==> src/rtl/nes_bus_pkg.sv <==
`default_nettype none
// ============================================================================
// Module   : nes_bus_pkg
// Brief    : Shared NES bus constants and the sprite DMA state encoding.
// Revision : 1.0 - initial release
// ============================================================================
package nes_bus_pkg;

    localparam logic [15:0] SPR_DMA_REG_ADDR = 16'h4014;
    localparam logic [15:0] OAM_DATA_ADDR    = 16'h2004;

    localparam logic BUS_READ  = 1'b1;
    localparam logic BUS_WRITE = 1'b0;

    typedef enum logic [2:0] {
        SPR_IDLE   = 3'd0,
        SPR_ALIGN  = 3'd1,
        SPR_ALIGN2 = 3'd2,
        SPR_READ   = 3'd3,
        SPR_WRITE  = 3'd4
    } spr_state_t;

endpackage
`default_nettype wire

==> src/rtl/spr_dma_if.sv <==
`default_nettype none
// ============================================================================
// Module   : spr_dma_if
// Brief    : Arbitrated-bus snoop plus sprite master port of nes_bus.
// Revision : 1.0 - initial release
// ============================================================================
interface spr_dma_if;
    logic [15:0] i_bus_addr;
    logic        i_bus_wn;
    logic [7:0]  i_bus_wdata;
    logic        o_spr_req;
    logic        i_spr_gnt;
    logic [15:0] o_spr_addr;
    logic        o_spr_wn;
    logic [7:0]  o_spr_wdata;
    logic [7:0]  i_spr_rdata;
    logic        o_busy;

    modport master (
        input  i_bus_addr, i_bus_wn, i_bus_wdata, i_spr_gnt, i_spr_rdata,
        output o_spr_req, o_spr_addr, o_spr_wn, o_spr_wdata, o_busy
    );

    modport slave (
        output i_bus_addr, i_bus_wn, i_bus_wdata, i_spr_gnt, i_spr_rdata,
        input  o_spr_req, o_spr_addr, o_spr_wn, o_spr_wdata, o_busy
    );
endinterface
`default_nettype wire

==> src/rtl/spr_dma_trig.sv <==
`default_nettype none
// ============================================================================
// Module   : spr_dma_trig
// Brief    : $4014 write decode, rising-edge start, page latch, and the
//            odd-cycle parity tracker (SPR_DMA_ODD_ALIGN_EN).
// Revision : 1.0 - initial release
// ============================================================================
module spr_dma_trig
    import nes_bus_pkg::*;
(
    input  logic        i_clk,
    input  logic        i_rst,
    input  logic [15:0] i_bus_addr,
    input  logic        i_bus_wn,
    input  logic [7:0]  i_bus_wdata,
    input  logic        i_req,
    input  logic        i_idle,
    output logic        o_start,
    output logic [7:0]  o_page,
    output logic        o_odd
);

    logic       w_hit;
    logic       r_hit_d;
    logic [7:0] r_page;

    // Our own bus cycles must never look like a CPU trigger.
    assign w_hit   = (i_bus_addr == SPR_DMA_REG_ADDR) && (i_bus_wn == BUS_WRITE) && !i_req;
    assign o_start = w_hit && !r_hit_d && i_idle;
    assign o_page  = r_page;

    always_ff @(posedge i_clk) begin
        if (i_rst) begin
            r_hit_d <= 1'b0;
            r_page  <= 8'h00;
        end else begin
            r_hit_d <= w_hit;
            if (o_start) begin
                r_page <= i_bus_wdata;
            end
        end
    end

`ifdef SPR_DMA_ODD_ALIGN_EN
    logic r_parity;
    logic r_odd;

    always_ff @(posedge i_clk) begin
        if (i_rst) begin
            r_parity <= 1'b0;
            r_odd    <= 1'b0;
        end else begin
            r_parity <= !r_parity;
            if (o_start) begin
                r_odd <= r_parity;
            end
        end
    end

    assign o_odd = r_odd;
`else
    assign o_odd = 1'b0;
`endif

endmodule
`default_nettype wire

==> src/rtl/spr_dma.sv <==
`default_nettype none
// ============================================================================
// Module   : spr_dma
// Brief    : Sprite (OAM) DMA engine; copies a CPU page to PPU $2004.
//            Optional odd-cycle alignment via SPR_DMA_ODD_ALIGN_EN.
// Revision : 1.0 - initial release
// ============================================================================
module spr_dma
    import nes_bus_pkg::*;
#(
    parameter int OAM_BYTES = 256
)
(
    input  logic      i_clk,
    input  logic      i_rst,
    spr_dma_if.master bus
);

    localparam logic [7:0] C_LAST = 8'(OAM_BYTES - 1);

    spr_state_t  r_state;
    spr_state_t  w_state_next;
    logic [7:0]  r_cnt;
    logic [7:0]  r_data;
    logic [7:0]  w_page;
    logic        w_start;
    logic        w_odd;
    logic        w_req;
    logic        w_wn;
    logic [15:0] w_addr;
    logic [7:0]  w_wdata;
    logic        w_cnt_inc;
    logic        w_capture;

    spr_dma_trig u_trig (
        .i_clk       (i_clk),
        .i_rst       (i_rst),
        .i_bus_addr  (bus.i_bus_addr),
        .i_bus_wn    (bus.i_bus_wn),
        .i_bus_wdata (bus.i_bus_wdata),
        .i_req       (w_req),
        .i_idle      (r_state == SPR_IDLE),
        .o_start     (w_start),
        .o_page      (w_page),
        .o_odd       (w_odd)
    );

    // Outputs decode from registers only; a denied grant simply repeats the cycle.
    always_comb begin
        w_state_next = r_state;
        w_req        = 1'b0;
        w_wn         = BUS_READ;
        w_addr       = 16'h0000;
        w_wdata      = 8'h00;
        w_cnt_inc    = 1'b0;
        w_capture    = 1'b0;
        case (r_state)
            SPR_IDLE: begin
                if (w_start) begin
                    w_state_next = SPR_ALIGN;
                end
            end
            SPR_ALIGN: begin
                w_req  = 1'b1;
                w_addr = {w_page, 8'h00};
                if (bus.i_spr_gnt) begin
                    w_state_next = w_odd ? SPR_ALIGN2 : SPR_READ;
                end
            end
            SPR_ALIGN2: begin
                w_req  = 1'b1;
                w_addr = {w_page, 8'h00};
                if (bus.i_spr_gnt) begin
                    w_state_next = SPR_READ;
                end
            end
            SPR_READ: begin
                w_req  = 1'b1;
                w_addr = {w_page, r_cnt};
                if (bus.i_spr_gnt) begin
                    w_capture    = 1'b1;
                    w_state_next = SPR_WRITE;
                end
            end
            SPR_WRITE: begin
                w_req   = 1'b1;
                w_wn    = BUS_WRITE;
                w_addr  = OAM_DATA_ADDR;
                w_wdata = r_data;
                if (bus.i_spr_gnt) begin
                    w_cnt_inc    = 1'b1;
                    w_state_next = (r_cnt == C_LAST) ? SPR_IDLE : SPR_READ;
                end
            end
            default: w_state_next = SPR_IDLE;
        endcase
    end

    always_ff @(posedge i_clk) begin
        if (i_rst) begin
            r_state <= SPR_IDLE;
            r_cnt   <= 8'h00;
            r_data  <= 8'h00;
        end else begin
            r_state <= w_state_next;
            if (w_start) begin
                r_cnt <= 8'h00;
            end else if (w_cnt_inc) begin
                r_cnt <= r_cnt + 8'd1;
            end
            if (w_capture) begin
                r_data <= bus.i_spr_rdata;
            end
        end
    end

    assign bus.o_spr_req   = w_req;
    assign bus.o_spr_addr  = w_addr;
    assign bus.o_spr_wn    = w_wn;
    assign bus.o_spr_wdata = w_wdata;
    assign bus.o_busy      = w_req;

endmodule
`default_nettype wire
==> src/flat_wrapper.sv <==
// flat-port wrapper written by rule: the top's interface ports become plain ports
module spr_dma_flat import nes_bus_pkg::*;
#(
    parameter int OAM_BYTES = 256
)
  (i_clk, i_rst, bus_i_bus_addr, bus_i_bus_wn, bus_i_bus_wdata, bus_i_spr_gnt, bus_i_spr_rdata, bus_o_spr_req, bus_o_spr_addr, bus_o_spr_wn, bus_o_spr_wdata, bus_o_busy);
  spr_dma_if bus_i ();
  input  logic i_clk;
  input  logic i_rst;
  input wire logic [$bits(bus_i.i_bus_addr)-1:0] bus_i_bus_addr;
  input wire logic [$bits(bus_i.i_bus_wn)-1:0] bus_i_bus_wn;
  input wire logic [$bits(bus_i.i_bus_wdata)-1:0] bus_i_bus_wdata;
  input wire logic [$bits(bus_i.i_spr_gnt)-1:0] bus_i_spr_gnt;
  input wire logic [$bits(bus_i.i_spr_rdata)-1:0] bus_i_spr_rdata;
  output wire logic [$bits(bus_i.o_spr_req)-1:0] bus_o_spr_req;
  output wire logic [$bits(bus_i.o_spr_addr)-1:0] bus_o_spr_addr;
  output wire logic [$bits(bus_i.o_spr_wn)-1:0] bus_o_spr_wn;
  output wire logic [$bits(bus_i.o_spr_wdata)-1:0] bus_o_spr_wdata;
  output wire logic [$bits(bus_i.o_busy)-1:0] bus_o_busy;
  assign bus_i.i_bus_addr = bus_i_bus_addr;
  assign bus_i.i_bus_wn = bus_i_bus_wn;
  assign bus_i.i_bus_wdata = bus_i_bus_wdata;
  assign bus_i.i_spr_gnt = bus_i_spr_gnt;
  assign bus_i.i_spr_rdata = bus_i_spr_rdata;
  assign bus_o_spr_req = bus_i.o_spr_req;
  assign bus_o_spr_addr = bus_i.o_spr_addr;
  assign bus_o_spr_wn = bus_i.o_spr_wn;
  assign bus_o_spr_wdata = bus_i.o_spr_wdata;
  assign bus_o_busy = bus_i.o_busy;
  spr_dma #(.OAM_BYTES(OAM_BYTES)) u_core (.i_clk(i_clk), .i_rst(i_rst), .bus(bus_i));
endmodule
==> config.mk <==
export PLATFORM = sky130hd
export DESIGN_NAME = spr_dma_flat
export DESIGN_NICKNAME = d
export VERILOG_FILES = /design/src/rtl/nes_bus_pkg.sv /design/src/rtl/spr_dma_if.sv /design/src/rtl/spr_dma_trig.sv /design/src/rtl/spr_dma.sv /design/src/flat_wrapper.sv
export SDC_FILE = /design/constraint.sdc
export NUM_CORES = 1
export LEC_CHECK = 0
export CORE_MARGIN = 2
export CORE_UTILIZATION = 42
export CTS_CLUSTER_DIAMETER = 100
export DETAILED_ROUTE_END_ITERATION = 16
export PLACE_DENSITY = 0.82
export SYNTH_ARGS = -nofsm -noshare
export SYNTH_HDL_FRONTEND = slang
export SYNTH_SLANG_ARGS = --single-unit
==> constraint.sdc <==
create_clock -name i_clk -period 2 [get_ports i_clk]
set_input_delay 0.2 -clock i_clk [delete_from_list [all_inputs] [get_ports i_clk]]
set_output_delay 0.2 -clock i_clk [all_outputs]
set_load 0.02 [all_outputs]
## Yosys cells after proc, flatten, opt, wreduce, memory -nomap -nowiden

Cells that the tools add are included.

- Bits in registers: 28
- Logic and storage cells: 41

- Equality and inequality tests: 10
- Multiplexer cells: 13
- Reduce and logical (&&, ||, !) cells: 11
- Bitwise operators: 1
- Add/sub/neg operators: 1

Operator list:

| operator | count |
|---|---|
| $pmux 16 s3 | 1 |
| $eq 16x15->1 const B | 1 |
| $mux 3 | 4 |
| $pmux 3 s4 | 1 |
| $add 8x1->8 const B | 1 |
| $eq 8x8->1 const B | 1 |
| $mux 8 | 1 |
| $eq 3x2->1 const B | 2 |
| $mux 1 | 5 |
| $logic_and 1x1->1 | 4 |
| $ne 2x1->1 const B | 2 |
| $ne 2x2->1 const B | 2 |
| $reduce_and 4->1 | 1 |
| $reduce_or 2->1 | 2 |
| $reduce_or 4->1 | 1 |
| $eq 3x1->1 const B | 1 |
| $eq 3x3->1 const B | 1 |
| $logic_not 3->1 | 1 |
| $logic_not 1->1 | 2 |
| $mux 2 | 1 |
| $not 1->1 | 1 |

## Logic depth before layout (Yosys ltp)

Gate-level depths: netlist of the first run.

- Depth after elaboration: 9
- Gate-level depth with buffers: 7

## Modules after synthesis

Synthesis of the first run repeated with hierarchy kept, for this count alone.

- Cells, all modules: 188
- Area total of the unflattened synthesis: 1522.7 um^2

Modules (own cells, without submodules):

| module | instances | area each (um^2) | cells each |
|---|---|---|---|
| spr_dma | 1 | 1072.3 | 137 |
| spr_dma_trig | 1 | 450.4 | 51 |

## Worst setup path before layout of the first run

OpenSTA, ideal clock, no wires.

- Path type: reg2reg
- From: register u_core.r_state[0]
- To: register u_core.r_state[0]
- Clock period less this slack: 1.688 ns
- Data required time: 1.861 ns
- Setup time: 0.139 ns
- Path slack: 0.312 ns
- Arrival time: 1.549 ns
- Cell stages (with the launch flop): 7
- Cell sequence: dfxtp_1 > clkbuf_1 > nor4_1 > or4b_1 > buf_2 > o21ai_2 > a221oi_1

- Longest elaborated chain between the ends: 9
- Elaborated cells between the ends (all ways): 18

Ends and longest elaborated chain:

| what | line | RTL |
|---|---|---|
| from (decl) | spr_dma.sv:21 | `spr_state_t r_state;` |
| from (signal assigned) | spr_dma.sv:105 | `r_state <= w_state_next;` |
| $eq 3x1->1, or another cell as far along | spr_dma.sv:57 | `case (r_state)` |
| $reduce_or 4->1 (no line) | - |  |
| $mux 1 | spr_dma.sv:57 |  |
| $logic_not 1->1 | spr_dma_trig.sv:28 | `assign w_hit = (i_bus_addr == SPR_DMA_REG_ADDR) && (i_bus_wn == BUS_WRITE) && !i_req;` |
| $logic_and 1x1->1 | spr_dma_trig.sv:28 |  |
| $logic_and 1x1->1 (2 in series) | spr_dma_trig.sv:29 | `assign o_start = w_hit && !r_hit_d && i_idle;` |
| $ne 2x1->1 (no line) | - |  |
| $reduce_and 4->1 (no line) | - |  |

Parallel ways exist; a longest one is shown, timed or not.
A chain may end at the register's enable or synchronous reset.

## Worst setup path in the final report of the first run

- From: register u_core.r_state[0]
- To: output port bus_o_busy

- Longest elaborated chain between the ends: 3
- Elaborated cells between the ends (all ways): 6

Ends and longest elaborated chain:

| what | line | RTL |
|---|---|---|
| $eq 3x1->1, or another cell as far along | spr_dma.sv:57 |  |
| $reduce_or 4->1 (no line) (*) | - |  |
| $mux 1 (*) | spr_dma.sv:57 |  |
| to (decl) | flat_wrapper.sv:19 | `output wire logic [$bits(bus_i.o_busy)-1:0] bus_o_busy;` |

Every way passes the cells marked *; elsewhere a longest branch is shown, timed or not.

==> results of run 1 <==
-- state kept, by name, summed over array words and instances (netlist names) --
| signal | flops |
|---|---|
| u_core.r_data | 8 |
| u_core.r_cnt | 8 |
| u_core.u_trig.r_hit_d | 1 |
| u_core.u_trig.o_page | 8 |
| u_core.r_state | 3 |
-- synth_stat cells, types with 3 or more instances --
| master | instances |
|---|---|
| nand3_1 | 3 |
| nand4_1 | 13 |
| o21a_1 | 3 |
| a21oi_1 | 18 |
| nor3_1 | 10 |
| and3_1 | 12 |
| o21ai_0 | 7 |
| clkbuf_1 | 15 |
| and2_1 | 15 |
| nand2_1 | 24 |
| dfxtp_1 | 28 |
| xor2_1 | 6 |
| nor2_1 | 5 |
-- power by group through the flow --
| stage | sequential [mW] | clock (mW) | combinational [mW] |
|---|---|---|---|
| 6_report | 0.558 | 0.228 | 0.0905 |
| 5_1_grt | 0.558 | 0.260 | 0.0967 |
| 4_1_cts | 0.558 | 0.236 | 0.0900 |
| 3_5_place_dp | 0.570 | 0 | 0.0895 |
| 3_3_place_gp | 0.570 | 0 | 0.0891 |
| 2_1_floorplan | 0.570 | 0 | 0.0145 |
-- per-layer routing --
metal  global-route usage  wire length (um)  up-vias
met2                0.317              1780       46
met4               0.0583                 0        0
met5                    0                 0        -
met3               0.0342               195        0
li1                     -                 -      773
met1                0.268              1750      669
-- final cells by class --
cell class	instances	area share
Timing Repair Buffer	76	0.332
Clock buffer	3	0.0103
Multi-Input combinational cell	137	0.372
Sequential cell	28	0.257
Tap cell	46	0.0264
Inverter	1	0.00172
-- through the flow --
stage / setup WS, ns / instance area [um2] / total power [mW] / utilization
floorplan: 0.312 / 1440 / 0.585 / -
global route: 0.0408 / 2180 / 0.915 / 0.658
detailed placement: -0.255 / 2150 / 0.660 / 0.648
finish: 0.190 / 2180 / 0.876 / 0.658
CTS: 0.000295 / 2150 / 0.884 / 0.650
global placement: -0.189 / 2150 / 0.659 / 0.648
-- what timing repair did --
| action | in CTS | in global routing |
|---|---|---|
| hold buffers | 0 | 0 |
| gates cloned | 0 | 0 |
| gates resized for setup | 20 | 9 |
| setup buffers | 1 | 0 |
| endpoints found under the setup margin | 22 | 10 |
-- worst max-delay path: cells and delay by family (launching register included) --
family	cells	cell delay (ns)
and+or+nand+nor	1	0.08
buffers and inverters	2	0.55
DFF	1	0.42
xor gates and xnor gates	1	0.25
-- kinds of logic (layout without fill, tap and decap cells) --
kind of cell	Yosys count	count (layout)
adders and majority gates	1	1
AOI/OAI and AO/OA	36	36
muxes	2	2
buffers and inverters	19	80
DFF	28	28
and+or+nand+nor	90	90
xor gates and xnor gates	8	8
-- worst paths after layout --
path / start / end / slack [ns] / cells past startpoint
max: u_core.r_state[0] / bus_o_busy / 0.19 / 4
min: bus_i_spr_rdata[1] / u_core.r_data[1] / 0.41 / 3
max reg2reg: u_core.r_state[0] / u_core.u_trig.o_page[1] / 0.27 / 4
min reg2reg: u_core.r_data[7] / u_core.r_data[7] / 0.46 / 2
==> results.yml, run 1 <==
layout:
  final-instance-count-excl-fill: 291
  seq_area_um2: 561
  layout-drive-gt1-share: 0.0816
  diodes: 0
  layout_common_cells: "clkdlybuf4s50_1 (35), dfxtp_1 (28), nand2_1 (24), dlygate4sd2_1 (19), a21oi_1 (18)"
  fillers: 318
  final_nets: 284
  final_common_cell: "clkdlybuf4s50_1"
  multi_input_area_um2: 811
  area_growth_pct: 50.8
setup_path:
  crit_path_start_kind: "flop"
  max_stage_delay_ns: 0.42
  cp.arrival_ns: 1.61
  critPathCaptureType: "output pin"
  cp_max_fo: 11
  path_cells: "nor2_1, buf_4, xnor2_1, dlygate4sd2_1"
  critPathRequiredTime_ns: 1.80
  path_class: "flop to output pin"
  crit_slowest_cell: "dfxtp_1"
clock_network:
  worst_skew_pair.late_latency_ns: 0.31
  cts_root_buf: "clkbuf_4"
  clock_path_buffers: 2
  clkTransAtPathRegs_ns: 0.14
  cts.sinks: 28
  cts_tree: "built"
  htreeDepth: 1
  cts_buffers: 3
pwr:
  p_per_area_nw_per_um2: 402
  pwr-share-comb: 0.103
  p_sw_mw: 0.181
  p_leak_nw: 1.03
  p_int_mw: 0.695
  power_frac_clock: 0.260
  seq_power_share: 0.637
  switching_share: 0.207
  ir_worst_vdd_mv: 0.312
synth:
  syn_nets: 221
  synth_edf_count: 0
  synth.cell_area_um2: 1440
  yosys.area.top_type_share: 0.388
  synth_top_family_by_area: "simple AND/OR/NAND/NOR gates"
  synthXorXnorAreaFrac: 0.0485
  ys.flop_type: "dfxtp_1"
  synthSimpleGateAreaFrac: 0.342
  synth_top_cells_by_area: "dfxtp_1 (39%), and2_1 (6.5%), a21oi_1 (6.2%)"
  ys_types: 31
  yosysSeqAreaShare: 0.388
  synthArstFlopShare: 0
  synthAdderAreaFrac: 0.00867
  synth-seq-cells: 28
  yosysTopAreaCell: "dfxtp_1"
  yosysWarningCount: 0
  muxShareOfSynthArea: 0.0139
  synth_compound_area_frac: 0.145
  synth_cells: 184
  syn_area_per_cell_um2: 7.85
sta:
  min_period_ns: 1.81
  tightestPinTransition_ns: 0.484
  slew_viol_final: 0
  rsz0062_at_grt: "false"
  finalHoldViolCount: 0
  skew_ns: 0.000862
  max-slew-margin-rel: 0.669
  period_share: 0.905
  setup_tns_ns: 0
  setup_viol: 0
  max_clock_freq_mhz: 553
  whs_ns: 0.408
placement:
  dpl.cell_count: 287
  port-buffer-count: 62
  dp_hpwl_um: 2830
  gp_congestion: 0.857
die:
  start_util: 0.436
  io_pins: 63
  die_w_um: 62.6
  die_area_um2: 3920
  core_area_um2: 3310
  die_y_um: 62.6
  core.rowCount: 21
drt:
  ant_nets: 0
  drc: 0
  wl_per_cell_um: 12.8
  avgViaCountPerCell: 5.11
  wl_um: 3730
  drtIter0Drc: 94
  first_pass_iters: 4
  vias: 1488
min_path:
  hold_path.class: "input port to flop"
global_route:
  grt_overflow_total: 0
  antenna_found_initial: 0
  grt_max_degree: 15
  grt_pass1_wl_um: 6430
  grt_pass1_vias: 1386
  grt_use_total: 0.196
flow_run:
  drv_cap: 0
outcome:
  status: "completed"
Power figures use the tool's default switching activity.
==> run 2: changes to the inputs <==
==> constraint.sdc (replaced) <==
create_clock -name i_clk -period 2 [get_ports i_clk]
set_input_delay 0.4 -clock i_clk [delete_from_list [all_inputs] [get_ports i_clk]]
set_output_delay 0.4 -clock i_clk [all_outputs]
set_load 0.02 [all_outputs]
==> results.yml, run 2 (same netlist as run 1, synthesis figures left out) <==
outcome:
  status: "completed"
setup_path:
  critPathCaptureType: "output pin"
  max_stage_delay_ns: 0.41
  critPathRequiredTime_ns: 1.60
  cp.arrival_ns: 1.51
  path_class: "flop to output pin"
  crit_path_start_kind: "flop"
  crit_slowest_cell: "dfxtp_1"
  cp_max_fo: 9
  path_cells: "and3b_2, and2_1, dlygate4sd2_1"
pwr:
  ir_worst_vdd_mv: 0.343
  p_int_mw: 0.737
  p_sw_mw: 0.192
  seq_power_share: 0.601
  power_frac_clock: 0.300
  p_per_area_nw_per_um2: 407
  switching_share: 0.207
  p_leak_nw: 1.00
  power_mw: 0.929
  pwr-share-comb: 0.099
sta:
  min_period_ns: 1.91
  fin_ws_ns: 0.0918
  finalHoldViolCount: 0
  max_clock_freq_mhz: 524
  slew_viol_final: 0
  skew_ns: 0.00292
  whs_ns: 0.459
  setup_viol: 0
  period_share: 0.954
  setup_tns_ns: 0
  tightestPinTransition_ns: 0.461
  max-slew-margin-rel: 0.685
clock_network:
  cts_buffers: 3
  worst_skew_pair.late_latency_ns: 0.34
  cts.sinks: 28
  clkTransAtPathRegs_ns: 0.14
  cts_root_buf: "clkbuf_4"
  htreeDepth: 1
  clock_path_buffers: 2
  cts_tree: "built"
drt:
  wl_per_cell_um: 13.1
  first_pass_iters: 4
  wl_um: 3930
  drc: 0
  drtIter0Drc: 82
  ant_nets: 0
  vias: 1538
  avgViaCountPerCell: 5.14
layout:
  finalCoreUtilization: 0.690
  layout-drive-gt1-share: 0.150
  diodes: 0
  final_nets: 291
  layout_common_cells: "clkdlybuf4s50_1 (31), dfxtp_1 (26), nand2_1 (24), buf_4 (19), a21oi_1 (18)"
  area_growth_pct: 58.1
  final_common_cell: "clkdlybuf4s50_1"
die:
  core_area_um2: 3310
  die_w_um: 62.6
  die_area_um2: 3920
  start_util: 0.436
  core.rowCount: 21
  io_pins: 63
  die_y_um: 62.6
min_path:
  hold_path.class: "flop to flop"
placement:
  gp_congestion: 0.861
  port-buffer-count: 62
  dp_hpwl_um: 2880
  place_ws_ns: -0.386
global_route:
  grt_pass1_vias: 1419
  grt_overflow_total: 0
  grt_use_total: 0.198
  grt_pass1_wl_um: 6430
  grt_max_degree: 16
  antenna_found_initial: 0
flow_run:
  drv_cap: 0
[run 2: cell count changes in the layout (fill, tap and decap cells not counted), sizes merged]
cell | before | now
dlygate4sd2 | 19 | 16
clkdlybuf4s50 | 35 | 31
clkdlybuf4s15 | 0 | 8
clkbuf | 3 | 8
dlymetal6s2s | 8 | 4
buf | 14 | 20
[run 2: through the flow]
stage | instances | area (um2)
2_1_floorplan | 184 | 1440
3_3_place_gp | 293 | 2190
3_5_place_dp | 293 | 2190
4_1_cts | 297 | 2200
5_1_grt | 299 | 2280
6_report | 299 | 2280
[run 2: power by group through the flow]
| stage | clock (mW) | combinational [mW] | sequential (mW) |
|---|---|---|---|
| finish | 0.279 | 0.0923 | 0.558 |
| CTS | 0.284 | 0.0908 | 0.558 |
| detailed placement | 0 | 0.0900 | 0.570 |
| global placement | 0 | 0.0888 | 0.570 |
| floorplan | 0 | 0.0145 | 0.570 |
| global route | 0.302 | 0.0992 | 0.558 |
[run 2: worst max-delay path: cells and delay by family (launching register included)]
kind	cells	cell delay [ns]
buffers and inverters	1	0.31
DFF	1	0.41
and+or+nand+nor	2	0.45
[run 2: metal layers]
layer / share of wire / GRT usage / wire, um / vias up
met5: 0 / 0 / 0 / -
met4: 0.0048 / 0.0472 / 19 / 0
met3: 0.052 / 0.0450 / 203 / 3
met2: 0.48 / 0.317 / 1900 / 49
met1: 0.46 / 0.270 / 1810 / 696
li1: - / - / - / 790
[run 2: worst paths after layout]
path,start,slack (ns),cells after the start,to
max,u_core.r_state[2],0.09,3,bus_o_spr_addr[1]
max reg2reg,u_core.r_state[2],0.15,6,u_core.r_state[1]
min,u_core.r_data[1],0.46,2,u_core.r_data[1]
min reg2reg,u_core.r_data[1],0.46,2,u_core.r_data[1]
[run 2: what timing repair did]
item                       CTS  global route
resized for setup           34            28
cloned                       0             1
hold buffers                 0             0
setup buffers                0             1
pin swaps                    0             5
setup endpoints to repair   28            36
[run 2: final cells by class]
cell class,count,area (um2)
sequential,28,563
timing repair buffer,83,779
tap,46,57.6
multi-input combinational,137,843
fill,301,1030
inverter,1,3.75
clock buffer,4,36.3
